[src/rtl/pipe_pkg.sv]
// Shared definitions for the valid/ready pipeline stage registers:
// default widths, exception codes, the entry record and the stage state encoding.
package pipe_pkg;

   localparam int          PC_W_DFLT     = 32;
   localparam int          DATA_W_DFLT   = 128;
   localparam int          EXC_W_DFLT    = 5;
   localparam logic [31:0] RESET_PC_DFLT = 32'h0000_3000;

   localparam logic [EXC_W_DFLT-1:0] EXC_NONE = 5'd0;
   localparam logic [EXC_W_DFLT-1:0] EXC_ADEL = 5'd4;
   localparam logic [EXC_W_DFLT-1:0] EXC_ADES = 5'd5;
   localparam logic [EXC_W_DFLT-1:0] EXC_RI   = 5'd10;
   localparam logic [EXC_W_DFLT-1:0] EXC_OV   = 5'd12;
   localparam logic [EXC_W_DFLT-1:0] EXC_INT  = 5'd0;

   typedef struct packed {
      logic [PC_W_DFLT-1:0]   pc;
      logic [DATA_W_DFLT-1:0] data;
      logic [EXC_W_DFLT-1:0]  exc;
   } stage_entry_t;

   typedef enum logic [1:0] {
      ST_EMPTY = 2'd0,
      ST_ONE   = 2'd1,
      ST_FULL  = 2'd2
   } stage_state_t;

endpackage

[src/rtl/pipe_entry_reg.sv]
// One valid+entry register of a pipeline stage. Priority: reset > clear > load > drop.
// clear makes a bubble that zeroes payload and exception but captures d_pc for EPC.
module pipe_entry_reg #(
   parameter int              DATA_W = 128,
   parameter int              PC_W   = 32,
   parameter int              EXC_W  = 5,
   parameter logic [PC_W-1:0] RST_PC = '0
) (
   input  logic              clk,
   input  logic              reset,
   input  logic              load,
   input  logic              drop,
   input  logic              clear,
   input  logic [PC_W-1:0]   d_pc,
   input  logic [DATA_W-1:0] d_data,
   input  logic [EXC_W-1:0]  d_exc,
   output logic              valid,
   output logic [PC_W-1:0]   q_pc,
   output logic [DATA_W-1:0] q_data,
   output logic [EXC_W-1:0]  q_exc
);

   // drop only lowers valid so a popped head keeps showing its last fields
   always_ff @(posedge clk) begin
      if (reset) begin
         valid  <= 1'b0;
         q_pc   <= RST_PC;
         q_data <= '0;
         q_exc  <= '0;
      end else if (clear) begin
         valid  <= 1'b0;
         q_pc   <= d_pc;
         q_data <= '0;
         q_exc  <= '0;
      end else if (load) begin
         valid  <= 1'b1;
         q_pc   <= d_pc;
         q_data <= d_data;
         q_exc  <= d_exc;
      end else if (drop) begin
         valid  <= 1'b0;
      end
   end

endmodule

[src/rtl/pipe_stage_skid.sv]
// Valid/ready pipeline stage carrying payload, PC and exception code, with an
// optional second (skid) entry so that in_ready comes straight from a flop.
module pipe_stage_skid
   import pipe_pkg::*;
#(
   parameter int              DATA_W   = DATA_W_DFLT,
   parameter int              PC_W     = PC_W_DFLT,
   parameter int              EXC_W    = EXC_W_DFLT,
   parameter int              SKID     = 1,
   parameter logic [PC_W-1:0] RESET_PC = PC_W'(RESET_PC_DFLT)
) (
   input  logic              clk,
   input  logic              reset,
   input  logic              flush,
   input  logic              int_flush,
   input  logic              in_valid,
   output logic              in_ready,
   input  logic [PC_W-1:0]   in_pc,
   input  logic [DATA_W-1:0] in_data,
   input  logic [EXC_W-1:0]  in_exc,
   output logic              out_valid,
   input  logic              out_ready,
   output logic [PC_W-1:0]   out_pc,
   output logic [DATA_W-1:0] out_data,
   output logic [EXC_W-1:0]  out_exc,
   output logic              int_hit,
   output logic [1:0]        occupancy
);

   stage_state_t      state, state_nxt;
   logic              acc, pop, kill;
   logic              main_valid, main_load, main_drop, main_from_skid;
   logic              skid_valid, skid_load, skid_drop;
   logic [PC_W-1:0]   skid_pc,   main_d_pc;
   logic [DATA_W-1:0] skid_data, main_d_data;
   logic [EXC_W-1:0]  skid_exc,  main_d_exc;

   assign kill     = flush | int_flush;
   assign in_ready = (SKID != 0) ? !skid_valid : (!main_valid | out_ready);
   assign acc      = in_valid & in_ready;
   assign pop      = main_valid & out_ready;

   always_ff @(posedge clk) begin
      if (reset) begin
         state <= ST_EMPTY;
      end else begin
         state <= state_nxt;
      end
   end

   // A kill overrides every handshake; the entry registers do the zeroing themselves
   always_comb begin
      state_nxt      = state;
      main_load      = 1'b0;
      main_drop      = 1'b0;
      main_from_skid = 1'b0;
      skid_load      = 1'b0;
      skid_drop      = 1'b0;
      if (kill) begin
         state_nxt = ST_EMPTY;
      end else begin
         case (state)
            ST_EMPTY: begin
               if (acc) begin
                  main_load = 1'b1;
                  state_nxt = ST_ONE;
               end
            end
            ST_ONE: begin
               if (acc && pop) begin
                  main_load = 1'b1;
               end else if (acc) begin
                  skid_load = 1'b1;
                  state_nxt = ST_FULL;
               end else if (pop) begin
                  main_drop = 1'b1;
                  state_nxt = ST_EMPTY;
               end
            end
            ST_FULL: begin
               if (pop) begin
                  main_load      = 1'b1;
                  main_from_skid = 1'b1;
                  skid_drop      = 1'b1;
                  state_nxt      = ST_ONE;
               end
            end
            default: state_nxt = ST_EMPTY;
         endcase
      end
   end

   assign main_d_pc   = main_from_skid ? skid_pc   : in_pc;
   assign main_d_data = main_from_skid ? skid_data : in_data;
   assign main_d_exc  = main_from_skid ? skid_exc  : in_exc;

   pipe_entry_reg #(
      .DATA_W (DATA_W),
      .PC_W   (PC_W),
      .EXC_W  (EXC_W),
      .RST_PC (RESET_PC)
   ) u_main (
      .clk    (clk),
      .reset  (reset),
      .load   (main_load),
      .drop   (main_drop),
      .clear  (kill),
      .d_pc   (main_d_pc),
      .d_data (main_d_data),
      .d_exc  (main_d_exc),
      .valid  (main_valid),
      .q_pc   (out_pc),
      .q_data (out_data),
      .q_exc  (out_exc)
   );

   generate
      if (SKID != 0) begin : g_skid
         pipe_entry_reg #(
            .DATA_W (DATA_W),
            .PC_W   (PC_W),
            .EXC_W  (EXC_W),
            .RST_PC ('0)
         ) u_skid (
            .clk    (clk),
            .reset  (reset),
            .load   (skid_load),
            .drop   (skid_drop),
            .clear  (kill),
            .d_pc   (in_pc),
            .d_data (in_data),
            .d_exc  (in_exc),
            .valid  (skid_valid),
            .q_pc   (skid_pc),
            .q_data (skid_data),
            .q_exc  (skid_exc)
         );
      end else begin : g_noskid
         logic unused_skid_ctrl;
         assign unused_skid_ctrl = skid_load ^ skid_drop;
         assign skid_valid = 1'b0;
         assign skid_pc    = '0;
         assign skid_data  = '0;
         assign skid_exc   = '0;
      end
   endgenerate

   // Remembers whether the most recent kill came from an interrupt
   always_ff @(posedge clk) begin
      if (reset) begin
         int_hit <= 1'b0;
      end else if (kill) begin
         int_hit <= int_flush;
      end else if (acc) begin
         int_hit <= 1'b0;
      end
   end

   assign out_valid = main_valid;
   assign occupancy = {state == ST_FULL, state == ST_ONE};

endmodule

[config.mk]
export PLATFORM = sky130hd
export DESIGN_NAME = pipe_stage_skid
export DESIGN_NICKNAME = d
export VERILOG_FILES = /design/src/rtl/pipe_pkg.sv /design/src/rtl/pipe_entry_reg.sv /design/src/rtl/pipe_stage_skid.sv
export SDC_FILE = /design/constraint.sdc
export NUM_CORES = 1
export LEC_CHECK = 0
export BUFFER_PORTS_ARGS = -buffer_cell sky130_fd_sc_hd__buf_2
export CAP_MARGIN = 0
export CORE_MARGIN = 3
export CORE_UTILIZATION = 55
export CTS_BUF_LIST = sky130_fd_sc_hd__clkbuf_4 sky130_fd_sc_hd__clkbuf_8
export CTS_CLUSTER_DIAMETER = 80
export DETAILED_ROUTE_END_ITERATION = 6
export PLACE_DENSITY = 0.89
export SLEW_MARGIN = 20
export SYNTH_ARGS = -nofsm -noshare
export SYNTH_HDL_FRONTEND = slang
export SYNTH_SLANG_ARGS = --single-unit
[constraint.sdc]
create_clock -name clk -period 2.4 [get_ports clk]
set_input_delay 0 -clock clk [delete_from_list [all_inputs] [get_ports clk]]
set_output_delay 0 -clock clk [all_outputs]
set_load 0.03 [all_outputs]
Word level (Yosys, flattened, before mapping)
Index checks and enable logic that the tools add are counted.
{"block": "op_classes", "bitwise": 3, "mux": 33, "reduce_logical": 10, "eq_ne": 6}
{"operator": "32-bit two-way mux", "count": 5}
{"operator": "128-bit two-way mux", "count": 1}
{"operator": "1-bit two-way mux", "count": 19}
{"operator": "2-bit two-way mux", "count": 5}
{"operator": "2-bit nonzero test", "count": 5}
{"operator": "2-bit case mux with 3 select lines", "count": 1}
{"operator": "5-bit two-way mux", "count": 1}
{"operator": "2-bit inequality test (second input constant)", "count": 2}
{"operator": "4-bit AND reduction", "count": 1}
{"operator": "3-bit by 1-bit inequality test with 1-bit output (second input constant)", "count": 1}
{"operator": "1-bit case mux with 3 select lines", "count": 1}
{"operator": "1-bit bitwise AND", "count": 2}
{"operator": "2-bit by 1-bit == test with 1-bit output (second input constant)", "count": 1}
{"operator": "2-bit == test (second input constant)", "count": 1}
{"operator": "2-bit logical NOT", "count": 1}
{"operator": "2-bit by 1-bit inequality test with 1-bit output (second input constant)", "count": 1}
{"operator": "2-bit OR reduction", "count": 1}
{"operator": "1-bit logical AND", "count": 1}
{"operator": "1-bit logical NOT", "count": 1}
{"operator": "1-bit bitwise OR", "count": 1}
{"block": "word_totals", "in_bits": 171, "elab_cells": 62, "out_inout_bits": 170, "reg_bits": 335}

Longest topological paths before layout
Gate-level depths: netlist of the first run.
{"block": "logic_depth", "depth_word": 8, "depth_mapped": 8, "mapped_depth_nobuf": 4}

Cells and area by module
Synthesis of the first run repeated with hierarchy kept, for this count alone.
{"block": "unflattened", "cells_unflattened": 1370, "hier_area_um2": 14466.4}
{"module": "pipe_entry_reg (u_main)", "instances": 1, "cells_each": 579, "seq_area_each_um2": 3323.2, "area_per_inst_um2": 6169.7}
{"module": "pipe_entry_reg (g_skid.u_skid)", "instances": 1, "cells_each": 580, "seq_area_each_um2": 3323.2, "area_per_inst_um2": 6065.8}
{"module": "pipe_stage_skid", "instances": 1, "cells_each": 211, "seq_area_each_um2": 60.1, "area_per_inst_um2": 2230.9}

Least setup slack after synthesis of the first run
Ideal clock, no wire load.
{"block": "synth_path", "path_kind": "register -> register", "startpoint": "register u_main.valid", "endpoint": "register u_main.q_pc[30]", "required_ns": 2.314, "stages_incl_launch_ff": 8, "arrival_ns": 1.716, "setup_ns": 0.086, "path_buffers": 3, "synth_period_minus_slack_ns": 1.803, "setup_slack_ns": 0.597, "path_cell_list": "dfxtp_1 and2_0 clkbuf_1 nand3_1 buf_4 buf_4 mux2i_1 a221oi_2"}
{"block": "synth_via", "elab_chain_len": 7, "word_cells_on_any_way": 12, "classes_between": "9 x mux; 1 x bitwise; 2 x reduce/logical"}
{"element": "from (decl)", "line_no": "pipe_entry_reg.sv:17", "source": "output logic valid,"}
{"element": "from (signal assigned)", "line_no": "pipe_entry_reg.sv:26", "source": "valid <= 1'b0;"}
{"element": "from (signal assigned)", "line_no": "pipe_entry_reg.sv:31", "source": "valid <= 1'b0;"}
{"element": "from (signal assigned)", "line_no": "pipe_entry_reg.sv:36", "source": "valid <= 1'b1;"}
{"element": "1-bit bitwise AND (*)", "line_no": "pipe_stage_skid.sv:41", "source": "assign pop = main_valid & out_ready;"}
{"element": "1-bit two-way mux", "line_no": "pipe_stage_skid.sv:81", "source": "if (pop) begin"}
{"element": "1-bit two-way mux", "line_no": "pipe_stage_skid.sv:62", "source": "case (state)"}
{"element": "1-bit two-way mux", "line_no": "pipe_stage_skid.sv:59", "source": "if (kill) begin"}
{"element": "32-bit two-way mux", "line_no": "pipe_stage_skid.sv:93", "source": "assign main_d_pc = main_from_skid ? skid_pc : in_pc;"}
{"element": "32-bit two-way mux", "line_no": "pipe_entry_reg.sv:35", "source": "end else if (load) begin"}
{"element": "32-bit two-way mux", "line_no": "pipe_entry_reg.sv:30", "source": "end else if (clear) begin"}
{"element": "to (signal assigned)", "line_no": "pipe_entry_reg.sv:32", "source": "q_pc <= d_pc;"}
{"element": "to (signal assigned)", "line_no": "pipe_entry_reg.sv:37", "source": "q_pc <= d_pc;"}
{"element": "to (decl)", "line_no": "pipe_entry_reg.sv:18", "source": "output logic [PC_W-1:0] q_pc,"}
Every way passes the cells marked *; elsewhere a longest branch is shown, timed or not. The select of a mux whose other input is x is not followed.
A chain may end at the register's enable or synchronous reset.

Final worst setup path of the first run
{"block": "layout_path", "startpoint": "register state[0]", "endpoint": "register g_skid.u_skid.q_pc[21]"}
{"block": "layout_via", "elab_chain_len": 4}
{"element": "from (decl)", "line_no": "pipe_stage_skid.sv:30", "source": "stage_state_t state, state_nxt;"}
{"element": "from (signal assigned)", "line_no": "pipe_stage_skid.sv:47", "source": "state <= state_nxt;"}
{"element": "2-bit by 1-bit == test with 1-bit output", "line_no": "pipe_stage_skid.sv:62"}
{"element": "1-bit two-way mux", "line_no": "pipe_stage_skid.sv:62"}
{"element": "1-bit two-way mux", "line_no": "pipe_stage_skid.sv:59"}
{"element": "2-bit nonzero test (no source line)"}
{"element": "to (signal assigned)", "line_no": "pipe_entry_reg.sv:32"}
{"element": "to (signal assigned)", "line_no": "pipe_entry_reg.sv:37"}
{"element": "to (decl)", "line_no": "pipe_entry_reg.sv:18"}
Every way passes these cells.

==> run summary, run 1 <==
Run status -> finished clean
Worst-Margin Slew -> 777 ps
CP Capture Type -> register
Worst-path clk slew -> 60 ps
Pin count of the biggest net entering global routing -> 78
Async S/R FF share, synth -> 0%
Post-synth top area cell -> dfxtp_1
Placed Area -> 0.0155 sq mm
Vias in the first global route -> 15000
Die height -> 164 um
Drt first-iter violations -> 1903
Routability cong. -> 0.836
Max-cap violations -> 0
Clk_skew -> 17.0 ps
Ports -> 341
Hold Startpoint -> in_data[74]
Peak supply drop -> 0.558 mV
Synth Cell Area -> 0.0137 sq mm
Worst Path Class, Setup -> register to register
Syn_nets -> 1834
Max Transition Viols Final -> 0
WL final -> 49200 um
Max Root-Sink Buffers -> 3
Worst path arrival time -> 2770 ps
Warnings from Yosys -> 0
Num rows -> 57
Final Power -> 12.1 mW
Post-DRT Antenna Nets -> 0
Critical Path RT -> 2900 ps
Sink Count -> 335
Setup violators final -> 0
Root buffer cell -> clkbuf_8
Worst hold slack -> 237 ps
Share of the synthesized area in the top cell type -> 48.8%
Sequential area share after synthesis -> 48.8%
Die width -> 164 um
Max Fclk -> 442 MHz
DR WL/cell -> 20.0 um
Util after Layout -> 75.1%
H-tree depth -> 2
TNS Setup -> 0 ps
Post-synth EDFFs -> 0
Post-route DRC violation count -> 0
Hold buffers post-CTS -> 177
R2r startpoint -> state[0]
Post-Synthesis Cells -> 1663
Final hold vios -> 0
Setup Fix Bufs, Post-CTS -> 0
Final Cell Area -> 0.0184 sq mm
Fin crit share -> 94.3%
Yosys cell types -> 33
Core area -> 0.0245 sq mm
Clock Latency Late Sink -> 560 ps
Area grow syn2layout -> 33.7%
Critical Path Start -> state[0]
Relative max-transition margin -> 48.2%
Starting density of the core -> 56.2%
Critical Path Fanout Max -> 27
Largest cells by area after synthesis -> dfxtp_1 (49%), nand2_1 (15%), o31ai_1 (7.3%), a21oi_1 (6.2%), a31oi_1 (5.2%)
Unrepaired setup endpoints after global routing -> false
Die area -> 0.0269 sq mm
Share of layout cells above drive strength 1 -> 24.6%
Number of antenna violations at the first check in global routing -> 2
Pwr/cell area -> 661 mW/mm^2
First drt pass iteration count -> 6
Nets@finish -> 2271
First-pass GRT wire length -> 76800 um
Post-cts resize count -> 0
Most used DFF post-synth -> dfxtp_1
Port bufs -> 340
CTS tree -> yes
Min cycle time layout -> 2260 ps
Mean post-synth cell area -> 8.27 sq um
Detailed placement HPWL -> 24800 um
Grt total ovfl -> 0
CTS Buf Count -> 52
CP startpoint kind -> register
Worst min path class -> input port to register
Total number of vias -> 14900
Leak Pwr -> 7.95 nW
Number of synthesized register bits -> 335
Vias per cell -> 6.08
Tot GR Track Use -> 35.1%
-- cells by family (layout without fill, tap and decap cells) --
| kind of cell | Yosys count | after routing | synth area share, % |
|---|---|---|---|
| AND/OR/NAND/NOR | 624 | 624 | 17.5 |
| multiplexers | 32 | 32 | 2.33 |
| flip-flops | 335 | 335 | 48.8 |
| other | 0 | 2 | 0 |
| AO/OA/AOI/OAI | 505 | 505 | 25.2 |
| buffers and inverters | 167 | 638 | 6.12 |
-- critical path, stage by stage, from the launching register on --
cell and delay, ps:
dfxtp_1 440, and4bb_2 360, and2_4 440, o21ai_0 200, a21oi_1 170, dlygate4sd3_1 590
-- area by class of cell --
type,instances,area (sq um)
repair buffers,548,3940
well taps,324,405
multi-input cells,1161,6260
flip-flops and latches,335,6710
inverters,2,7.51
clock buffers,85,1040
diodes,2,5.00
clock inverters,3,15.0
fillers,1467,6080
-- cells in the mapped netlist (2+ instances only) --
cell type and instances:
a21oi_1 171, a221oi_2 30, a31oi_1 114, a31oi_2 20
a41o_1 2, and2_0 2, buf_1 2, buf_2 70
buf_4 10, buf_6 12, clkbuf_1 71, dfxtp_1 335
inv_1 2, mux2i_1 32, nand2_1 567, nand3_1 2
nor2_1 37, nor2b_1 2, nor3_1 2, o21a_1 2
o21ai_0 33, o31ai_1 133, or2_1 2
-- layout by cell type (no fill, tap or decap), drive strengths merged --
| cell | count |
|---|---|
| dfxtp | 335 |
| clkbuf | 85 |
| and2 | 2 |
| nor2b | 2 |
| dlygate4sd3 | 177 |
| o21ai | 33 |
| nor3b | 1 |
| nand3 | 2 |
| nand2b | 1 |
| clkinv | 3 |
| nor2 | 38 |
| inv | 2 |
| or3 | 2 |
| a41o | 2 |
| and3 | 1 |
| nor3 | 3 |
| nand3b | 1 |
| a221oi | 30 |
| or2 | 3 |
| diode | 2 |
| o31ai | 133 |
| o21a | 2 |
| nand2 | 567 |
| a21oi | 171 |
| buf | 371 |
| a31oi | 134 |
| and4bb | 1 |
| mux2i | 32 |
-- layer usage --
metal	routed length [um]	track usage, %	up-vias
li1	-	-	6665
met1	17600	40.4	6910
met5	0	0	-
met4	2970	20.2	0
met3	4920	8.32	258
met2	23700	59.4	1115
-- flip-flops by register name, summed over array words and instances, names as in the netlist --
register	flops
g_skid.u_skid.q_exc	5
state	2
u_main.q_exc	5
int_hit	1
g_skid.u_skid.q_pc	32
u_main.q_pc	32
u_main.q_data	128
u_main.valid	1
g_skid.u_skid.q_data	128
g_skid.u_skid.valid	1
-- report_power, final --
part / switching (mW) / internal (mW)
clock: 2.20 / 2.72
combinational: 0.863 / 0.566
sequential: 0.0936 / 5.70
total: 3.16 / 8.99
-- worst paths after layout --
kind,endpoint,slack (ps),cells after the start
hold reg to reg,g_skid.u_skid.q_pc[3],450,2
setup / recovery,g_skid.u_skid.q_pc[21],140,5
hold / removal,g_skid.u_skid.q_data[74],240,4
setup reg to reg,g_skid.u_skid.q_pc[21],140,5
-- through the flow --
step,cells,worst slack (ps)
2_1_floorplan,1663,597
3_3_place_gp,2192,302
3_5_place_dp,2192,210
4_1_cts,2457,224
5_1_grt,2460,33.9
6_report,2460,136
No activity file was read; power rests on OpenSTA's default activity.
==> run 2: changes to the inputs <==
SETUP_SLACK_MARGIN = 0.5   (was unset)
==> run summary, run 2 (same netlist as run 1, synthesis figures left out) <==
Drt first-iter violations -> 2149 (+13%)
R2r startpoint -> g_skid.u_skid.valid
Vias per cell -> 6.11 (+0.54%)
Critical Path RT -> 2860 ps (-40 ps)
Clock Latency Late Sink -> 570 ps (about the same)
Max layer used -> met4
Worst min path class -> input port to register
Unrepaired setup endpoints after global routing -> true
Area grow syn2layout -> 36.3%
Worst-Margin Slew -> 747 ps (-29.6 ps)
TNS Setup -> 0 ps (unchanged)
Hold Startpoint -> in_data[74]
Switching share of power -> 26.1% (+0.072 points)
Buf/Inv on CP -> 1 (unchanged)
Starting density of the core -> 56.2% (unchanged)
Sink of the worst hold path -> g_skid.u_skid.q_data[74]
Tot GR Track Use -> 35.5% (+0.45 points)
Die width -> 164 um (unchanged)
First drt pass iteration count -> 6 (unchanged)
Clock power frac -> 40.3% (-0.2 points)
Die height -> 164 um (unchanged)
Sequential share of power -> 47.5% (-0.2 points)
Clk_skew -> 23.9 ps (+6.94 ps)
Fin crit share -> 78.5% (-16 points)
Root buffer cell -> clkbuf_8
Comb power frac -> 12.2% (+0.4 points)
Max Fclk -> 531 MHz (+20%)
Metal2 WL -> 24600 um (+3.7%)
Most frequent cells in the layout -> nand2_1 (566), buf_2 (340), dfxtp_1 (333)
Fill cell count -> 1435 (-2.2%)
CTS Buf Count -> 52 (unchanged)
Leading cell type in the layout, fill and taps excluded -> nand2_1
Setup violators final -> 0 (unchanged)
Grt total ovfl -> 0 (unchanged)
Reg2reg end -> u_main.q_pc[17]
Vias in the first global route -> 14900 (-0.31%)
Critical Path Fanout Max -> 15 (-44%)
Die area -> 0.0269 sq mm (unchanged)
Worst path cell trace -> nand2b_2 -> nor3_4 -> buf_6 -> or3_4 -> a221oi_2
CTS tree -> yes
Pin count of the biggest net entering global routing -> 78 (unchanged)
Number of antenna violations at the first check in global routing -> 1 (-1)
Core area -> 0.0245 sq mm (unchanged)
Internal -> 9.03 mW (+0.40%)
Final Cell Area -> 0.0187 sq mm (+1.9%)
Leak Pwr -> 8.12 nW (+2.2%)
Setup slack, reg-to-reg -> 520 ps (+380 ps)
NetSw -> 3.18 mW (+0.77%)
Area of the multi-input gates -> 0.00632 sq mm (+1.0%)
Relative max-transition margin -> 50.2% (+2.0 points)
Top Registers -> g_skid.u_skid.q_data x128, u_main.q_data x128
CP peak stage delay -> 520 ps (-70 ps)
Worst path arrival time -> 2340 ps (-430 ps)
Placed Area -> 0.0155 sq mm (unchanged)
Max-cap violations -> 0 (unchanged)
CP startpoint kind -> register
Worst Path Class, Setup -> register to register
Detailed placement HPWL -> 24800 um (unchanged)
Post-route DRC violation count -> 0 (unchanged)
Crit-path slowest cell -> or3_4
Flip-flop and latch area -> 0.00671 sq mm (about the same)
First-pass GRT wire length -> 77700 um (+1.1%)
Nets@finish -> 2293 (+0.97%)
DR WL/cell -> 20.6 um (+3.1%)
M1 WL -> 18100 um (+2.9%)
Max Transition Viols Final -> 0 (unchanged)
Ports -> 341 (unchanged)
CP Depth -> 5 (unchanged)
Routability cong. -> 0.836 (unchanged)
Kind of cell adding the most delay to the critical path -> simple AND/OR/NAND/NOR gates
Routed wire length on met3 -> 5800 um (+18%)
Post-DRT Antenna Nets -> 0 (unchanged)
WL final -> 51200 um (+4.0%)
Max Root-Sink Buffers -> 3 (unchanged)
Num rows -> 57 (unchanged)
CP Capture Type -> register
Min cycle time layout -> 1880 ps (-381 ps)
Worst-path clk slew -> 60 ps (about the same)
Final hold vios -> 0 (unchanged)
Run status -> finished clean
Port bufs -> 340 (unchanged)
Peak supply drop -> 0.562 mV (+0.71%)
Total number of vias -> 15200 (+1.5%)
Share of layout cells above drive strength 1 -> 25.9% (+1.2 points)
H-tree depth -> 2 (unchanged)
Pwr/cell area -> 651 mW/mm^2 (-1.4%)
Worst R2R Path Depth -> 5 (unchanged)
Hold-critical path depth -> 4 (unchanged)
Sink Count -> 335 (unchanged)
-- run 2: cell type report --
| class | instances | area share [%] |
|---|---|---|
| clock buffers | 85 | 5.58 |
| multi-input cells | 1165 | 33.8 |
| diodes | 3 | 0.0401 |
| flip-flops and latches | 335 | 35.8 |
| well taps | 324 | 2.16 |
| repair buffers | 566 | 22.5 |
| inverters | 2 | 0.0401 |
| clock inverters | 3 | 0.0801 |
-- run 2: layer usage --
layer / GRT usage [%] / vias up
li1: - / 6719
met1: 41.8 / 6972
met2: 60.7 / 1227
met3: 8.45 / 251
met4: 17.1 / 0
met5: 0 / -
-- run 2: timing repair --
item                                    in CTS  in global routing
endpoints found under the setup margin     163                128
pin swaps                                    4                  2
hold buffers                               172                  0
gates cloned                                 5                  4
buffers inserted                            10                  9
gates resized for setup                     15                  8
hold endpoints to repair                   333                  0
-- run 2: worst max-delay path by stage --
stage                              startpoint                 to  slack (ps)
after floorplan                  u_main.valid    u_main.q_pc[30]         600
after global placement           u_main.valid  u_main.q_data[72]         300
after detailed placement         u_main.valid  u_main.q_data[78]         210
after CTS                 g_skid.u_skid.valid    u_main.q_pc[18]         510
after global routing                 state[1]  u_main.q_data[15]         440
final                     g_skid.u_skid.valid    u_main.q_pc[17]         520
-- run 2: worst min-delay path, stage by stage --
cell	delay (ps)
dlygate4sd3_1	530
buf_2	130
nand2_1	50
a21oi_1	50
-- run 2: power by group through the flow --
stage          Sequential (mW)  Combinational (mW)  Clock (mW)
2_1_floorplan             6.08               0.514           0
3_3_place_gp              5.90                1.10           0
3_5_place_dp              5.90                1.12           0
4_1_cts                   5.79                1.38        4.89
5_1_grt                   5.80                1.57        5.18
6_report                  5.80                1.49        4.92
-- run 2: through the flow --
step	total power [mW]	utilization, %	std cells	worst slack, ps	hold slack (ps)
global placement	7.00	63.4	2192	302	253
detailed placement	7.02	63.4	2192	210	257
CTS	12.1	75.7	2467	509	200
finish	12.2	76.6	2483	517	232
global route	12.6	76.6	2481	437	237
floorplan	6.60	-	1663	597	118
==> run 3: changes to the inputs <==
CORE_UTILIZATION = 50   (was 55)
PLACE_DENSITY = 0.86   (was 0.89)
clock period = 1.5 ns   (was 2.4 ns; I/O delays follow)
==> run summary, run 3 (same netlist as run 1, synthesis figures left out) <==
Pin count of the biggest net entering global routing -> 69 (-12%)
Leading cell type in the layout, fill and taps excluded -> nand2_1
CP Depth -> 7 (+2)
Die width -> 172 um (+4.7%)
CP Capture Type -> register
Most used cell, CP -> buf_6
Metal2 WL -> 27300 um (+11%)
Buf/Inv on CP -> 3 (+2)
Clock Latency Late Sink -> 580 ps (about the same)
Worst path arrival time -> 2330 ps (about the same)
First-pass GRT wire length -> 85100 um (+9.5%)
Pwr/cell area -> 1010 mW/mm^2 (+55%)
Num rows -> 60 (+5.3%)
Worst-Margin Slew -> 752 ps (+5.03 ps)
Clk_skew -> 23.0 ps (-0.954 ps)
Top Registers -> g_skid.u_skid.q_data x128, u_main.q_data x128
CTS tree -> yes
Final Power -> 20.5 mW (+68%)
Post-route setup slack -> -359 ps (-876 ps)
Worst-path clk slew -> 60 ps (about the same)
Vias in the first global route -> 16100 (+7.7%)
Worst hold slack -> -2.18 ps (-234 ps)
M1 WL -> 19300 um (+6.7%)
Worst min path class -> input port to register
Grt total ovfl -> 0 (unchanged)
Routed wire length on met3 -> 6650 um (+15%)
Area grow syn2layout -> 47.7%
Max Root-Sink Buffers -> 3 (unchanged)
Worst R2R Path Depth -> 7 (+2)
Post-route DRC violation count -> 0 (unchanged)
Tot GR Track Use -> 35.9% (+0.41 points)
Max Fclk -> 538 MHz (+1.3%)
Sink Count -> 335 (unchanged)
Root buffer cell -> clkbuf_8
Vias per cell -> 6.35 (+3.9%)
H-tree depth -> 2 (unchanged)
Max layer used -> met4
Fin crit share -> 124% (+45 points)
Run status -> finished with violations
Min cycle time layout -> 1860 ps (-24.4 ps)
Starting density of the core -> 50.9% (-5.3 points)
Failing checks -> negative hold slack, negative setup slack
Die area -> 0.0295 sq mm (+9.6%)
Finished Layout Cells -> 2565 (+3.3%)
CP startpoint kind -> register
Nets@finish -> 2357 (+2.8%)
Most frequent cells in the layout -> nand2_1 (547), buf_2 (340), dfxtp_1 (331)
DR WL/cell -> 22.4 um (+8.7%)
Peak supply drop -> 0.899 mV (+60%)
Total number of vias -> 16300 (+7.3%)
Kind of cell adding the most delay to the critical path -> compound AO/OA/AOI/OAI gates
Crit-path slowest cell -> dfxtp_4
Dpl cells -> 2275 (+3.8%)
Critical Path RT -> 1970 ps (-890 ps)
Detailed placement HPWL -> 27400 um (+10%)
Worst Path Class, Setup -> register to register
Ports -> 341 (unchanged)
Core area -> 0.0270 sq mm (+10%)
Relative max-transition margin -> 49.8% (-0.45 points)
Share of layout cells above drive strength 1 -> 31.2% (+5.3 points)
First drt pass iteration count -> 6 (unchanged)
CTS Buf Count -> 53 (+1.9%)
Die height -> 172 um (+4.7%)
Post-DRT Antenna Nets -> 0 (unchanged)
Drt first-iter violations -> 2279 (+6.0%)
Number of antenna violations at the first check in global routing -> 0 (-1)
Unrepaired setup endpoints after global routing -> true
WL final -> 57500 um (+12%)
Routability cong. -> 0.865 (+3.5%)
Util after Layout -> 75.1% (-1.5 points)
Max-cap violations -> 0 (unchanged)
Critical Path Fanout Max -> 68 (+53)
Max Transition Viols Final -> 0 (unchanged)
Hold-critical path depth -> 4 (unchanged)
Leak Pwr -> 8.81 nW (+8.5%)
Port bufs -> 340 (unchanged)
Setup slack, reg-to-reg -> -360 ps (-880 ps)
Final hold vios -> 1 (+1)
Setup violators final -> 332 (+332)
Worst path cell trace -> nor3b_2 -> o21a_4 -> buf_6 -> buf_6 -> buf_16 -> o31ai_1 -> a31oi_1
CP peak stage delay -> 360 ps (-160 ps)
## run 3: path summary, 6_finish.rpt
kind / from / end
max: state[1] / u_main.q_exc[1]
min: out_ready / state[1]
max reg2reg: state[1] / u_main.q_exc[1]
min reg2reg: g_skid.u_skid.q_data[51] / g_skid.u_skid.q_data[51]
## run 3: tightest hold or removal path: cells and delay by family
family / cells / cell delay [ps]
buffers and inverters: 2 / 280
AND/OR/NAND/NOR: 2 / 250
## run 3: cell type report
class                   count  area, sq um
flip-flops and latches    335         6720
clock inverters             5         77.6
inverters                   2         7.51
diodes                      1         2.50
multi-input cells        1162         6730
well taps                 341          427
repair buffers            632         5250
fillers                  1559         6720
clock buffers              87         1090
## run 3: metal layers
layer | GRT usage, % | vias to the layer above
li1 | - | 6848
met1 | 39.6 | 7522
met2 | 61.6 | 1504
met3 | 9.58 | 409
met4 | 22.4 | 0
met5 | 0 | -
## run 3: repair_timing
| item | CTS | global route |
|---|---|---|
| hold endpoints to repair | 333 | 0 |
| buffers inserted | 11 | 3 |
| gates resized for setup | 102 | 37 |
| gates cloned | 12 | 1 |
| setup endpoints to repair | 505 | 505 |
| hold buffers | 170 | 0 |
| pin swaps | 43 | 5 |
## run 3: per-stage QoR
| stage | cell area (sq um) | hold WS (ps) | worst slack [ps] | setup TNS (ps) |
|---|---|---|---|---|
| floorplan | 13900 | 118 | -87.4 | -10350 |
| global route | 20300 | 30.8 | -368 | -70630 |
| detailed placement | 16300 | 259 | -388 | -50780 |
| global placement | 16300 | 252 | -316 | -35370 |
| CTS | 20100 | -63.1 | -294 | -47240 |
| finish | 20300 | -2.18 | -359 | -59800 |
## run 3: power breakdown
part,total (mW),internal (mW),switching (mW)
clock,8.55,4.90,3.65
sequential,9.28,9.12,0.163
combinational,2.67,1.10,1.57
